==> config.mk <==
export PLATFORM = sky130hd
export DESIGN_NAME = mem_arbiter
export DESIGN_NICKNAME = d
export VERILOG_FILES = /design/src/rtl/cpu_types_pkg.sv /design/src/rtl/memarb_watchdog.sv /design/src/rtl/mem_arbiter.sv
export SDC_FILE = /design/constraint.sdc
export NUM_CORES = 1
export LEC_CHECK = 0
export ABC_CLOCK_PERIOD_IN_PS = 2700
export BUFFER_PORTS_ARGS = -buffer_cell sky130_fd_sc_hd__buf_2
export CAP_MARGIN = 15
export CORE_AREA = 2 2 105 107
export CTS_BUF_LIST = sky130_fd_sc_hd__clkbuf_4
export CTS_CLUSTER_SIZE = 8
export DETAILED_ROUTE_END_ITERATION = 12
export DIE_AREA = 0 0 107 109
export SKIP_CTS_REPAIR_TIMING = 1
export SLEW_MARGIN = 10
export SYNTH_ARGS = -nofsm -noshare
export SYNTH_HDL_FRONTEND = slang
export SYNTH_HIERARCHICAL = 1
export SYNTH_SLANG_ARGS = --single-unit
==> constraint.sdc <==
create_clock -name CLK -period 2.7 [get_ports CLK]
set_input_delay 0.54 -clock CLK [delete_from_list [all_inputs] [get_ports CLK]]
set_output_delay 0.54 -clock CLK [all_outputs]
set_load 0.005 [all_outputs]
==> src/rtl/cpu_types_pkg.sv <==
// Shared CPU-side types for the memory arbiter: bus word, arbiter FSM
// states and the requester identity used for grants.
package cpu_types_pkg;

  typedef logic [31:0] word_t;

  typedef enum logic [1:0] {
    IDLE,
    IACC,
    DACC
  } memarb_state_t;

  typedef enum logic {
    REQ_I,
    REQ_D
  } memarb_req_t;

endpackage

==> src/rtl/memarb_watchdog.sv <==
// Access watchdog: counts RAM access cycles that did not complete and
// flags when the count sits at the abort limit (TIMEOUT_CYCLES-1).
module memarb_watchdog #(
  parameter int TIMEOUT_CYCLES = 16
) (
  input  logic CLK,
  input  logic nRST,
  input  logic clear,
  input  logic enable,
  output logic done
);

  localparam logic [7:0] LIMIT = 8'(TIMEOUT_CYCLES - 1);

  logic [7:0] count;

  // Count stalled access cycles; clear takes priority over counting.
  always_ff @(posedge CLK, negedge nRST) begin
    if (!nRST)       count <= '0;
    else if (clear)  count <= '0;
    else if (enable) count <= count + 8'd1;
  end

  assign done = (count == LIMIT);

endmodule

==> src/rtl/mem_arbiter.sv <==
// Single-port RAM arbiter between icache and dcache with an access
// watchdog. Optional build macro MEMARB_ROUND_ROBIN_EN: ties alternate
// between requesters; without it a tie always goes to the dcache.
module mem_arbiter
  import cpu_types_pkg::*;
#(
  parameter int TIMEOUT_CYCLES = 16
) (
  input  logic  CLK,
  input  logic  nRST,
  // icache
  input  logic  iREN,
  input  word_t iaddr,
  output word_t iload,
  output logic  iwait,
  // dcache
  input  logic  dREN,
  input  logic  dWEN,
  input  word_t daddr,
  input  word_t dstore,
  output word_t dload,
  output logic  dwait,
  // RAM
  output logic  ramREN,
  output logic  ramWEN,
  output word_t ramaddr,
  output word_t ramstore,
  input  word_t ramload,
  input  logic  ramrdy,
  // status
  output logic  err_timeout
);

  memarb_state_t state;
  memarb_req_t   grant;
  memarb_req_t   tieGrant;
  memarb_req_t   pick;
  logic          dReq, anyReq, iAcc, dAcc, inAcc, reqLive, wdDone;

  assign dReq   = dREN | dWEN;
  assign anyReq = iREN | dReq;
  assign iAcc   = (state == IACC);
  assign dAcc   = (state == DACC);
  assign inAcc  = iAcc | dAcc;
  // The granted requester still wants the bus; dropping it aborts the access.
  assign reqLive = inAcc & ((grant == REQ_I) ? iREN : dReq);

`ifdef MEMARB_ROUND_ROBIN_EN
  memarb_req_t lastGrant;
  assign tieGrant = (lastGrant == REQ_I) ? REQ_D : REQ_I;
`else
  assign tieGrant = REQ_D;
`endif

  // Select the requester to grant from IDLE.
  always_comb begin
    pick = REQ_D;
    if (iREN && dReq) pick = tieGrant;
    else if (iREN)    pick = REQ_I;
  end

  // Arbiter FSM: grant from IDLE, return to IDLE on completion, abort or timeout.
  always_ff @(posedge CLK, negedge nRST) begin
    if (!nRST) begin
      state       <= IDLE;
      grant       <= REQ_I;
      err_timeout <= 1'b0;
`ifdef MEMARB_ROUND_ROBIN_EN
      lastGrant   <= REQ_I;
`endif
    end else begin
      case (state)
        IDLE: begin
          if (anyReq) begin
            state <= (pick == REQ_I) ? IACC : DACC;
            grant <= pick;
`ifdef MEMARB_ROUND_ROBIN_EN
            lastGrant <= pick;
`endif
          end
        end
        default: begin
          if (!reqLive || ramrdy) begin
            state <= IDLE;
          end else if (wdDone) begin
            // Requester keeps waiting and will be re-granted after the bubble.
            state       <= IDLE;
            err_timeout <= 1'b1;
          end
        end
      endcase
    end
  end

  // Every access is preceded by an IDLE cycle, so clearing in IDLE
  // gives a zero count on the first access cycle.
  memarb_watchdog #(
    .TIMEOUT_CYCLES(TIMEOUT_CYCLES)
  ) uWatchdog (
    .CLK   (CLK),
    .nRST  (nRST),
    .clear (state == IDLE),
    .enable(inAcc & ~ramrdy),
    .done  (wdDone)
  );

  // RAM strobes follow the live request so an abort drops them at once.
  assign ramREN   = (iAcc & iREN) | (dAcc & dREN & ~dWEN);
  assign ramWEN   = dAcc & dWEN;
  assign ramaddr  = iAcc ? iaddr : (dAcc ? daddr : '0);
  assign ramstore = dAcc ? dstore : '0;

  assign iwait = ~(iAcc & ramrdy);
  assign dwait = ~(dAcc & ramrdy);
  assign iload = iAcc ? ramload : '0;
  assign dload = dAcc ? ramload : '0;

endmodule

# Yosys cells after proc, flatten, opt, wreduce, memory -nomap -nowiden
# Cells that the tools add are included.
word_totals:
  register_bits: 12
  in_bits: 134
  out_inout_bits: 133
  elab_cells: 51
op_classes:
  addsub: 1
  n_eq_ne: 4
  n_mux: 15
  n_bitwise: 18
  n_reduce_logical: 9
op_table:
  columns: ["cell", "count"]
  rows:
  - ["$mux W32", 5]
  - ["$mux W8", 2]
  - ["$mux W2", 5]
  - ["$add A8 B1 Y8 const B", 1]
  - ["$and A1 B1 Y1", 8]
  - ["$eq A8 B4 Y1 const B", 1]
  - ["$not A1 Y1", 6]
  - ["$or A1 B1 Y1", 4]
  - ["$reduce_and A2 Y1", 2]
  - ["$mux W1", 3]
  - ["$reduce_and A3 Y1", 1]
  - ["$reduce_bool A3 Y1", 1]
  - ["$eq A2 B1 Y1 const B", 1]
  - ["$eq A2 B2 Y1 const B", 1]
  - ["$logic_not A2 Y1", 1]
  - ["$ne A2 B2 Y1 const B", 1]
  - ["$reduce_bool A2 Y1", 1]
  - ["$logic_and A1 B1 Y1", 1]
  - ["$logic_not A1 Y1", 1]
  - ["$logic_or A1 B1 Y1", 1]

# Depth between registers and ports, before layout
# Gate-level depths: netlist (run 1).
depth:
  depth_word: 7
  mapped_depth: 8
  ltp_nobuf: 7

# By module
# The synthesis (run 1) kept the hierarchy.
modules_own_cells:
  columns: ["module", "n_inst", "cells_each", "area_each_um2", "seq_area_each_um2"]
  rows:
  - ["mem_arbiter", 1, 246, 1376.3, 100.1]
  - ["memarb_watchdog", 1, 39, 394.1, 200.2]

# Least setup slack after synthesis (run 1)
# Ideal clock, no wire load.
synth_path:
  kind: "reg2out"
  start: "register state[0]"
  end: "output dload[10]"
  t_arrival_ns: 1.225
  required_time_ns: 2.160
  setup_slack_ns: 0.935
  stages_incl_launch_ff: 7
  path_buffers: 3
  cell_sequence: "dfrtp_1 inv_1 ha_1 buf_2 buf_4 clkbuf_2 and2_1"
synth_via:
  elab_chain_len: 2
synth_lines:
  columns: ["element", "line", "text"]
  rows:
  - ["start: declaration", "mem_arbiter.sv:34", "memarb_state_t state;"]
  - ["start signal: assignment", "mem_arbiter.sv:75", "state <= (pick == REQ_I) ? IACC : DACC;"]
  - ["$eq A2 B2 Y1", "mem_arbiter.sv:43", "assign dAcc = (state == DACC);"]
  - ["$mux W32", "mem_arbiter.sv:116", "assign dload = dAcc ? ramload : '0;"]
  - ["end: declaration", "mem_arbiter.sv:21", "output word_t dload,"]
# Every way passes these cells.

# Worst setup path in the final report (run 1)
layout_path:
  start: "register state[1]"
  end: "output ramaddr[30]"
layout_via:
  elab_chain_len: 3
  elab_cells_between_ends: 4
  classes_between: "eq/ne: 2; mux: 2"
layout_lines:
  columns: ["element", "line", "text"]
  rows:
  - ["$eq A2 B2 Y1", "mem_arbiter.sv:43", null]
  - ["$mux W32", "mem_arbiter.sv:110", "assign ramaddr = iAcc ? iaddr : (dAcc ? daddr : '0);"]
  - ["$mux W32 *", "mem_arbiter.sv:110", null]
  - ["end: declaration", "mem_arbiter.sv:26", "output word_t ramaddr,"]
# Every way passes the cells marked *; elsewhere a longest branch is shown, timed or not.

==> results of run 1 <==
synthesized netlist by cell type (2+ instances only):
master and instances:
o21ai_0 34, a21oi_1 4, dfrtp_1 12, nand2_1 71
xor2_1 3, nor2_1 7, or3_1 3, o21ai_1 3
inv_1 4, clkbuf_2 2, buf_2 8, ha_1 4
and2_1 97, o211ai_1 2, clkbuf_1 12, nand3_1 2
nand4_1 3
cell type report:
| class | count | share of cell area (%) |
|---|---|---|
| Clock buffer | 3 | 0.694 |
| Tap cell | 140 | 5.40 |
| Inverter | 4 | 0.463 |
| Multi-Input combinational cell | 245 | 41.7 |
| Sequential cell | 12 | 9.26 |
| Timing Repair Buffer | 270 | 42.3 |
| Clock inverter | 1 | 0.116 |
worst min-delay path by stage:
stage	start	to	slack, ns	cells after the start
after floorplan	nRST	err_timeout	0.24	0
after global placement	nRST	uWatchdog/count[1]	0.44	1
after detailed placement	nRST	uWatchdog/count[1]	0.44	1
after CTS	nRST	uWatchdog/count[1]	0.13	1
after global routing	nRST	uWatchdog/count[1]	0.13	1
final	nRST	uWatchdog/count[1]	0.12	1
state kept, by name, indices dropped and copies added, names as in the netlist:
signal / count
uWatchdog/count: 8
state: 2
grant: 1
err_timeout: 1
metal layers:
layer  GRT usage (%)  wire, µm
met5               0         0
met4            1.48        34
met3            2.45       741
met2            21.8      3940
met1            17.9      3880
metrics by stage:
step	cells	hold slack [ns]	power [W]	util [%]	worst slack [ns]
finish	675	0.119	0.00177	30.6	0.381
global route	675	0.133	0.00195	30.6	0.217
CTS	675	0.129	0.00179	30.6	0.358
detailed placement	671	0.436	0.00166	30.4	0.681
global placement	671	0.437	0.00166	30.4	0.695
floorplan	285	0.244	0.000981	-	0.935
worst reg2reg max path, stage by stage (launching register included):
cell      delay, ns
dfrtp_1        0.42
inv_1          0.09
ha_1           0.28
nand2b_1       0.08
inv_1          0.22
nand2_1        0.15
or3_1          0.36
a21oi_1        0.14
kinds of logic after synthesis:
| group | synth area share (%) |
|---|---|
| simple gates | 56.1 |
| compound gates | 14.7 |
| buf+inv | 6.85 |
| flops | 17.0 |
| xor+xnor | 1.98 |
| fa+ha+maj | 2.83 |
| mux | 0.565 |
report_power, final:
| part | internal (W) | switching [W] | leakage (nW) |
|---|---|---|---|
| clock network | 0.0000536 | 0.0000674 | 0.0154 |
| logic | 0.000675 | 0.000734 | 1.76 |
| registers | 0.000205 | 0.0000306 | 0.161 |
==> impl_metrics.csv, run 1 <==
group,metric,value,unit
run_status,status,"finished, final reports clean",
timing,period_share,85.9,%
die,core_area,10600,µm²
worst_setup_path,path_buf_inv,3,
global_route,grt_max_degree,66,
worst_setup_path,slowest_stage,"buf_4",
clocking,clk_pin_slew,0.09,ns
worst_setup_path,r2r_slack,0.90,ns
global_route,grt_pass1_vias,2261,
worst_setup_path,critPathMaxFanout,63,
worst_setup_path,r2r-start,"state[0]",
worst_setup_path,crit_path_end,"ramaddr[30]",
die,die-area,11700,µm²
clocking,clock-sinks,12,
timing,worstMarginPinSlew,0.630,ns
worst_setup_path,startpoint_type,"flop",
final_layout,final_cell_mix,"266 x buf_2, 97 x and2_1, 71 x nand2_1, 34 x o21ai_0, 12 x dfrtp_1",
routing,drc,0,
placement,gp_congestion,0.767,
timing,period_minus_slack,2.32,ns
routing,drt_wl_total,8590,µm
worst_setup_path,r2r-end,"uWatchdog/count[6]",
power_and_ir_drop,powerDensity,544,nW/µm²
synthesis,synth-seq-cells,12,
placement,hpwl,7130,µm
die,die_w,107,µm
timing,setup_tns,0,ns
routing,drt_pass1_iterations,4,
final_layout,n_fill_cell,1197,
timing,setup_viol,0,
power_and_ir_drop,p_leak,1.93,nW
synthesis,synth.cell_area,1770,µm²
global_route,track_usage,13.0,%
die,start_util,16.7,%
worst_setup_path,crit_chain,"inv_1, ha_2, buf_4, nand2_1, o21ai_0, buf_2",
worst_setup_path,critPathArrivalTime,1.78,ns
clocking,root_buffer,"clkbuf_4",
final_layout,syn_to_final_growth,83.3,%
routing,antenna_left,0,
worst_setup_path,slowest_delay,0.43,ns
run,max_cap_violations,0,
synthesis,synth_edf_count,0,
synthesis,synth_top_cell_by_area,"and2_1",
timing,maxSlewViolCount,0,
synthesis,seq_area_frac_synth,17.0,%
routing,first_iter_violations,158,
clocking,cts_max_level,1,
timing,finalClockSkew,0.0116,ns
final_layout,final_layout_size_suffix_gt1_share,51.6,%
synthesis,async_reset_ff_share,100,%
final_layout,seqCellArea,300,µm²
worst_setup_path,cp-end-kind,"output port",
final_layout,final_common_cell,"buf_2",
worst_setup_path,cp-startpoint,"state[1]",
synthesis,synth.avg_cell_area,6.21,µm²
placement,io_buffer_count,266,
timing,fmax,0.431,GHz
die,ios,267,
placement,dpl_cell_area,3220,µm²
power_and_ir_drop,ir_drop,0.291,mV
clocking,clk_latency,0.28,ns
synthesis,ys_types,31,
die,die_h,109,µm
clocking,cts_buffers,3,
synthesis,ys_top_cells_by_area,"and2_1 34%, dfrtp_1 17%, nand2_1 15%, o21ai_0 9.6%, ha_1 2.8%",
worst_setup_path,cp.depth,6,
final_layout,design_area,3240,µm²
worst_setup_path,worst-setup-path-type,"flop to output port",
final_layout,multi_input_area,1350,µm²
global_route,antenna_found_initial,0,
clocking,ctsLongestPathBuffers,2,
routing,via_per_inst,3.99,
routing,wl_per_cell,12.7,µm
hold_path,min_path_type,"primary input to asynchronous set/reset pin",
clocking,cts_tree,"built",
timing,max-slew-margin-rel,57.6,%
synthesis,syn_inst,285,
synthesis,synth_top_area_share,34.3,%
synthesis,yosysWarningCount,6,
timing,hold_violations,0,
die,rows,38,
worst_setup_path,reg2reg_depth,7,
worst_setup_path,cp.required,2.16,ns
synthesis,postSynthNetCount,423,
timing,rsz0062_at_grt,"false",
synthesis,ys.flop_type,"dfrtp_1",
global_route,grt_pass1_wl,12100,µm
global_route,overflow,0,
worst_setup_path,crit_family,"buffers and inverters",
final_layout,fin_nets,674,
final_layout,antenna_cells,0,
routing,num_vias,2695,
(Power assumes the default switching activity.)
==> run 2, diff against run 1 <==
==> constraint.sdc (replaced) <==
create_clock -name CLK -period 2.7 [get_ports CLK]
set_input_delay 0.135 -clock CLK [delete_from_list [all_inputs] [get_ports CLK]]
set_output_delay 0.135 -clock CLK [all_outputs]
set_load 0.005 [all_outputs]
==> run 2 against run 1 <==
Via count decreased by 1.9%. Largest power group unchanged. Cell area increased by 0.23%. Setup slack improved by 0.16 ns. Clock-buffer cell count unchanged. Die area unchanged. First-iteration DRC count decreased by 1.3%.
==> impl_metrics.csv, run 2 (synthesized netlist as in run 1, its figures left out) <==
group,metric,value,unit
run_status,status,"finished, final reports clean",
worst_setup_path,critPathMaxFanout,69,
hold_path,min_path_type,"primary input to flop",
final_layout,seqCellArea,300,µm²
global_route,grt_pass1_wl,12200,µm
final_layout,final_common_cell,"buf_2",
worst_setup_path,cp-end-kind,"output port",
worst_setup_path,slowest_stage,"ha_2",
die,die-area,11700,µm²
die,die_w,107,µm
timing,setup_tns,0,ns
placement,dpl.cell_count,669,
timing,rsz0062_at_grt,"false",
worst_setup_path,cp.required,2.57,ns
power_and_ir_drop,powerDensity,539,nW/µm²
routing,wl_per_cell,12.8,µm
power_and_ir_drop,ir_drop,0.285,mV
run,max_cap_violations,0,
global_route,grt_pass1_vias,2244,
routing,first_iter_violations,156,
worst_setup_path,startpoint_type,"flop",
die,die_h,109,µm
final_layout,final_cells,674,
hold_path,hold_start,"iREN",
power_and_ir_drop,p_leak,1.93,nW
routing,antenna_left,0,
worst_setup_path,crit_chain,"inv_1, ha_2, buf_12, nand2_1, o21ai_0, buf_2",
routing,drt_pass1_iterations,4,
final_layout,multi_input_area,1350,µm²
timing,hold_ws,0.199,ns
die,start_util,16.7,%
worst_setup_path,crit_family,"buffers and inverters",
die,core_area,10600,µm²
routing,drt_wl_total,8630,µm
timing,finalClockSkew,0.00651,ns
clocking,clock-sinks,12,
die,rows,38,
placement,place_ws,0.812,ns
clocking,cts_buffers,3,
clocking,clk_pin_slew,0.08,ns
final_layout,design_area,3250,µm²
timing,worstMarginPinSlew,0.513,ns
die,ios,267,
routing,drc,0,
timing,fmax,0.463,GHz
timing,max-slew-margin-rel,65.5,%
placement,dpl_cell_area,3220,µm²
routing,via_per_inst,3.92,
worst_setup_path,slowest_delay,0.51,ns
worst_setup_path,cp-startpoint,"state[0]",
worst_setup_path,path_buf_inv,3,
final_layout,n_fill_cell,1218,
timing,setup_viol,0,
timing,maxSlewViolCount,0,
final_layout,top_regs,"uWatchdog/count: 8 flops, state: 2 flops",
placement,gp_congestion,0.783,
timing,hold_violations,0,
worst_setup_path,r2r-start,"state[0]",
clocking,cts_tree,"built",
final_layout,fin_nets,673,
final_layout,regMostFlops,"uWatchdog/count",
clocking,clk_latency,0.27,ns
final_layout,final_layout_size_suffix_gt1_share,51.3,%
clocking,cts_max_level,1,
final_layout,antenna_cells,0,
final_layout,final_cell_mix,"266 x buf_2, 97 x and2_1, 71 x nand2_1, 34 x o21ai_0, 12 x dfrtp_1",
placement,hpwl,7140,µm
global_route,antenna_found_initial,1,
global_route,track_usage,13.1,%
global_route,overflow,0,
global_route,grt_max_degree,89,
final_layout,syn_to_final_growth,83.7,%
worst_setup_path,critPathArrivalTime,2.02,ns
clocking,root_buffer,"clkbuf_4",
timing,period_share,79.9,%
timing,period_minus_slack,2.16,ns
final_layout,largest_register_ffs,8,
clocking,ctsLongestPathBuffers,2,
timing,setup_ws,0.542,ns
placement,io_buffer_count,266,
worst_setup_path,worst-setup-path-type,"flop to output port",
routing,num_vias,2645,
## run 2: power breakdown
part / switching [W] / total [W] / leakage (nW) / internal (W)
clock network: 0.0000630 / 0.000116 / 0.0154 / 0.0000535
registers: 0.0000306 / 0.000236 / 0.161 / 0.000205
logic: 0.000726 / 0.00140 / 1.75 / 0.000673
total: 0.000819 / 0.00175 / 1.93 / 0.000932
## run 2: through the flow
| step | utilization (%) | power (W) |
|---|---|---|
| floorplan | - | 0.000981 |
| global placement | 30.3 | 0.00166 |
| detailed placement | 30.3 | 0.00166 |
| CTS | 30.6 | 0.00178 |
| global route | 30.7 | 0.00194 |
| finish | 30.7 | 0.00175 |
## run 2: worst reg2reg max path, delay by kind of cell (launching register included)
kind,cells,cell delay (ns)
compound gates,1,0.16
fa+ha+maj,1,0.28
flops,1,0.42
simple gates,3,0.57
buf+inv,2,0.31
## run 2: worst paths after layout
| check | slack (ns) | end | cells past startpoint |
|---|---|---|---|
| min reg2reg | 0.49 | err_timeout | 1 |
| max in group asynchronous | 2.20 | uWatchdog/count[5] | 2 |
| max | 0.54 | ramaddr[0] | 6 |
| max reg2reg | 0.88 | uWatchdog/count[5] | 7 |
| min in group asynchronous | 0.27 | err_timeout | 2 |
| min | 0.20 | grant | 3 |
## run 2: layout make-up
| cell class | count | area share (%) |
|---|---|---|
| inverters | 4 | 0.462 |
| well taps | 140 | 5.39 |
| clock inverters | 1 | 0.115 |
| flip-flops and latches | 12 | 9.23 |
| multi-input cells | 245 | 41.6 |
| repair buffers | 269 | 42.5 |
| clock buffers | 3 | 0.693 |
## run 2: per-layer routing
layer | share of wire (%) | track usage (%) | up-vias
met5 | 0.22 | 0 | -
met4 | 0.23 | 0.278 | 2
met3 | 6.8 | 2.39 | 4
met2 | 47 | 21.7 | 112
met1 | 46 | 18.8 | 1121
li1 | - | - | 1406
==> run 3, diff against run 2 <==
Settings changed: ABC_AREA set to 1, ABC_CLOCK_PERIOD_IN_PS 2700 to 2300, CORE_AREA 2 2 105 107 to 2 2 103 105, DIE_AREA 0 0 107 109 to 0 0 105 107.
Clock period 2.7 ns to 2.3 ns, I/O delays scaled along.
==> run 3 against run 2 <==
Setup slack worse by 0.23 ns. Core utilization is 3.5 points higher. Die area is 3.7% lower. Sequential power is 16% higher. Cell area is 6.0% higher. Register-to-register slack worse by 0.16 ns. Critical path type unchanged. Critical endpoint is now ramaddr[29]. Largest cell class unchanged. Largest power group unchanged.
==> impl_metrics.csv, run 3 <==
group,metric,value,unit
clocking,cts_buffers,3,
worst_setup_path,cp.required,2.18,ns
timing,setup_viol,0,
synthesis,postSynthNetCount,551,
final_layout,fin_nets,807,
synthesis,synth-seq-cells,12,
run,max_cap_violations,0,
worst_setup_path,critPathArrivalTime,1.87,ns
global_route,track_usage,14.5,%
power_and_ir_drop,p_sw_share,51.9,%
power_and_ir_drop,clkPwrFrac,5.2,%
timing,worstMarginPinSlew,0.695,ns
clocking,ctsLongestPathBuffers,2,
timing,period_minus_slack,1.99,ns
synthesis,syn_inst,413,
routing,met3_length,703,µm
power_and_ir_drop,power.internal,0.00117,W
synthesis,synth.cell_area,1970,µm²
timing,setup_ws,0.311,ns
worst_setup_path,r2r_slack,0.72,ns
power_and_ir_drop,powerDensity,703,nW/µm²
synthesis,synth_edf_count,0,
clocking,clk_pin_slew,0.07,ns
synthesis,synth_top_area_share,36.5,%
clocking,root_buffer,"clkbuf_4",
synthesis,seq_area_frac_synth,15.3,%
synthesis,synth_top_cell_by_area,"nand2_1",
final_layout,largest_register_ffs,8,
global_route,antenna_found_initial,0,
timing,max-slew-margin-rel,53.7,%
routing,routed-wl-met2,4570,µm
global_route,overflow,0,
routing,num_vias,3131,
die,start_util,19.5,%
hold_path,min_path_type,"primary input to flop",
synthesis,synth.avg_cell_area,4.76,µm²
synthesis,ys_top_cells_by_area,"nand2_1 36%, inv_1 21%, dfrtp_1 15%, nand3_1 10%, nor2_1 4.6%",
clocking,clk_latency,0.26,ns
global_route,grt_pass1_vias,2535,
routing,antenna_left,0,
final_layout,top_regs,"uWatchdog/count: 8 flops, state: 2 flops",
routing,wl_per_cell,11.5,µm
die,die_h,107,µm
final_layout,antenna_cells,0,
worst_setup_path,critPathMaxFanout,66,
timing,hold_ws,0.126,ns
placement,place_ws,0.605,ns
routing,drt_pass1_iterations,4,
routing,via_per_inst,3.90,
final_layout,syn_to_final_growth,75.2,%
power_and_ir_drop,p_switching,0.00126,W
run_status,status,"finished, final reports clean",
die,ios,267,
synthesis,synthTopCellsByCount,"191 x nand2_1, 110 x inv_1, 41 x nand3_1",
synthesis,yosysWarningCount,6,
power_and_ir_drop,finalPower,0.00242,W
die,core_area,10100,µm²
power_and_ir_drop,comb_power_share,83.5,%
timing,period_share,86.5,%
final_layout,regMostFlops,"uWatchdog/count",
global_route,grt_max_degree,67,
placement,io_buffer_count,266,
final_layout,post-route-util,34.1,%
die,rows,37,
timing,finalClockSkew,0.00264,ns
die,die_w,105,µm
die,die-area,11200,µm²
clocking,clock-sinks,12,
timing,maxSlewViolCount,0,
power_and_ir_drop,ir_drop,0.332,mV
timing,hold_violations,0,
final_layout,final_layout_size_suffix_gt1_share,42.0,%
synthesis,yosysMostFrequentCell,"nand2_1",
power_and_ir_drop,power.share.sequential,11.2,%
clocking,cts_tree,"built",
routing,first_iter_violations,220,
synthesis,ys.flop_type,"dfrtp_1",
final_layout,final_cell_mix,"266 x buf_2, 191 x nand2_1, 110 x inv_1, 41 x nand3_1, 24 x nor2_1",
routing,highest_layer,"met4",
placement,gp_congestion,0.790,
timing,setup_tns,0,ns
placement,hpwl,7690,µm
routing,drt_wl_total,9220,µm
clocking,cts_max_level,1,
worst_setup_path,worst-setup-path-type,"flop to output port",
routing,wl_met1,3890,µm
power_and_ir_drop,p_leak,2.88,nW
timing,rsz0062_at_grt,"false",
final_layout,final_common_cell,"buf_2",
worst_setup_path,cp-end-kind,"output port",
synthesis,ys_types,16,
worst_setup_path,startpoint_type,"flop",
routing,drc,0,
timing,fmax,0.503,GHz
global_route,grt_pass1_wl,13300,µm
synthesis,async_reset_ff_share,100,%
==> run 3: cell types whose count changed after synthesis, sizes merged, moves of 2 or more <==
cell / before / now
buf: 10 / 21
o211ai: 2 / 0
clkbuf: 14 / 0
xor2: 3 / 0
and2: 97 / 0
or3: 3 / 0
nor2: 7 / 25
nand3: 2 / 42
nand2: 71 / 192
inv: 4 / 111
nand4: 4 / 0
o21ai: 37 / 3
a21oi: 4 / 2
==> run 3: power groups by stage <==
stage	sequential [W]	combinational, W	clock, W
after CTS	0.000273	0.00205	0.000132
after detailed placement	0.000278	0.00204	0
final	0.000273	0.00202	0.000126
after floorplan	0.000268	0.00114	0
after global placement	0.000276	0.00205	0
after global routing	0.000278	0.00227	0.000141
==> run 3: kinds of logic after synthesis <==
group | after synthesis | synth area share (%)
buf+inv | 132 | 27.9
fa+ha+maj | 4 | 2.54
compound gates | 6 | 1.65
flops | 12 | 15.3
simple gates | 259 | 52.6
==> run 3: metrics by stage <==
step           instances  area (µm²)
5_1_grt              803        3450
3_3_place_gp         799        3410
4_1_cts              802        3440
3_5_place_dp         799        3410
2_1_floorplan        413        1970
6_report             803        3450
==> run 3: cell type report <==
cell class | instances | area [µm²]
Fill cell | 1187 | 6650
Inverter | 111 | 417
Sequential cell | 12 | 300
Tap cell | 136 | 170
Clock buffer | 3 | 22.5
Multi-Input combinational cell | 269 | 1130
Timing Repair Buffer | 272 | 1400
==> run 3: final timing paths <==
check / from / endpoint / cells after the start
worst max-delay path: state[1] / ramaddr[29] / 6
worst min-delay path: iREN / state[0] / 3
worst max register to register: state[0] / uWatchdog/count[7] / 8
worst min register to register: err_timeout / err_timeout / 1
max in group asynchronous: nRST / state[1] / 2
min in group asynchronous: nRST / uWatchdog/count[1] / 2
==> run 3: layer usage <==
metal  GRT usage [%]  up-vias
li1                -     1672
met1            18.8     1333
met2            25.6      122
met3            2.67        4
met4            2.00        0
met5               0        -
==> run 3: critical path, cell delays in order (launching register included) <==
cell and delay, ns:
dfrtp_1 0.42, inv_1 0.10, ha_2 0.18, buf_4 0.53, nand2_1 0.10, nand2_1 0.11, buf_2 0.11
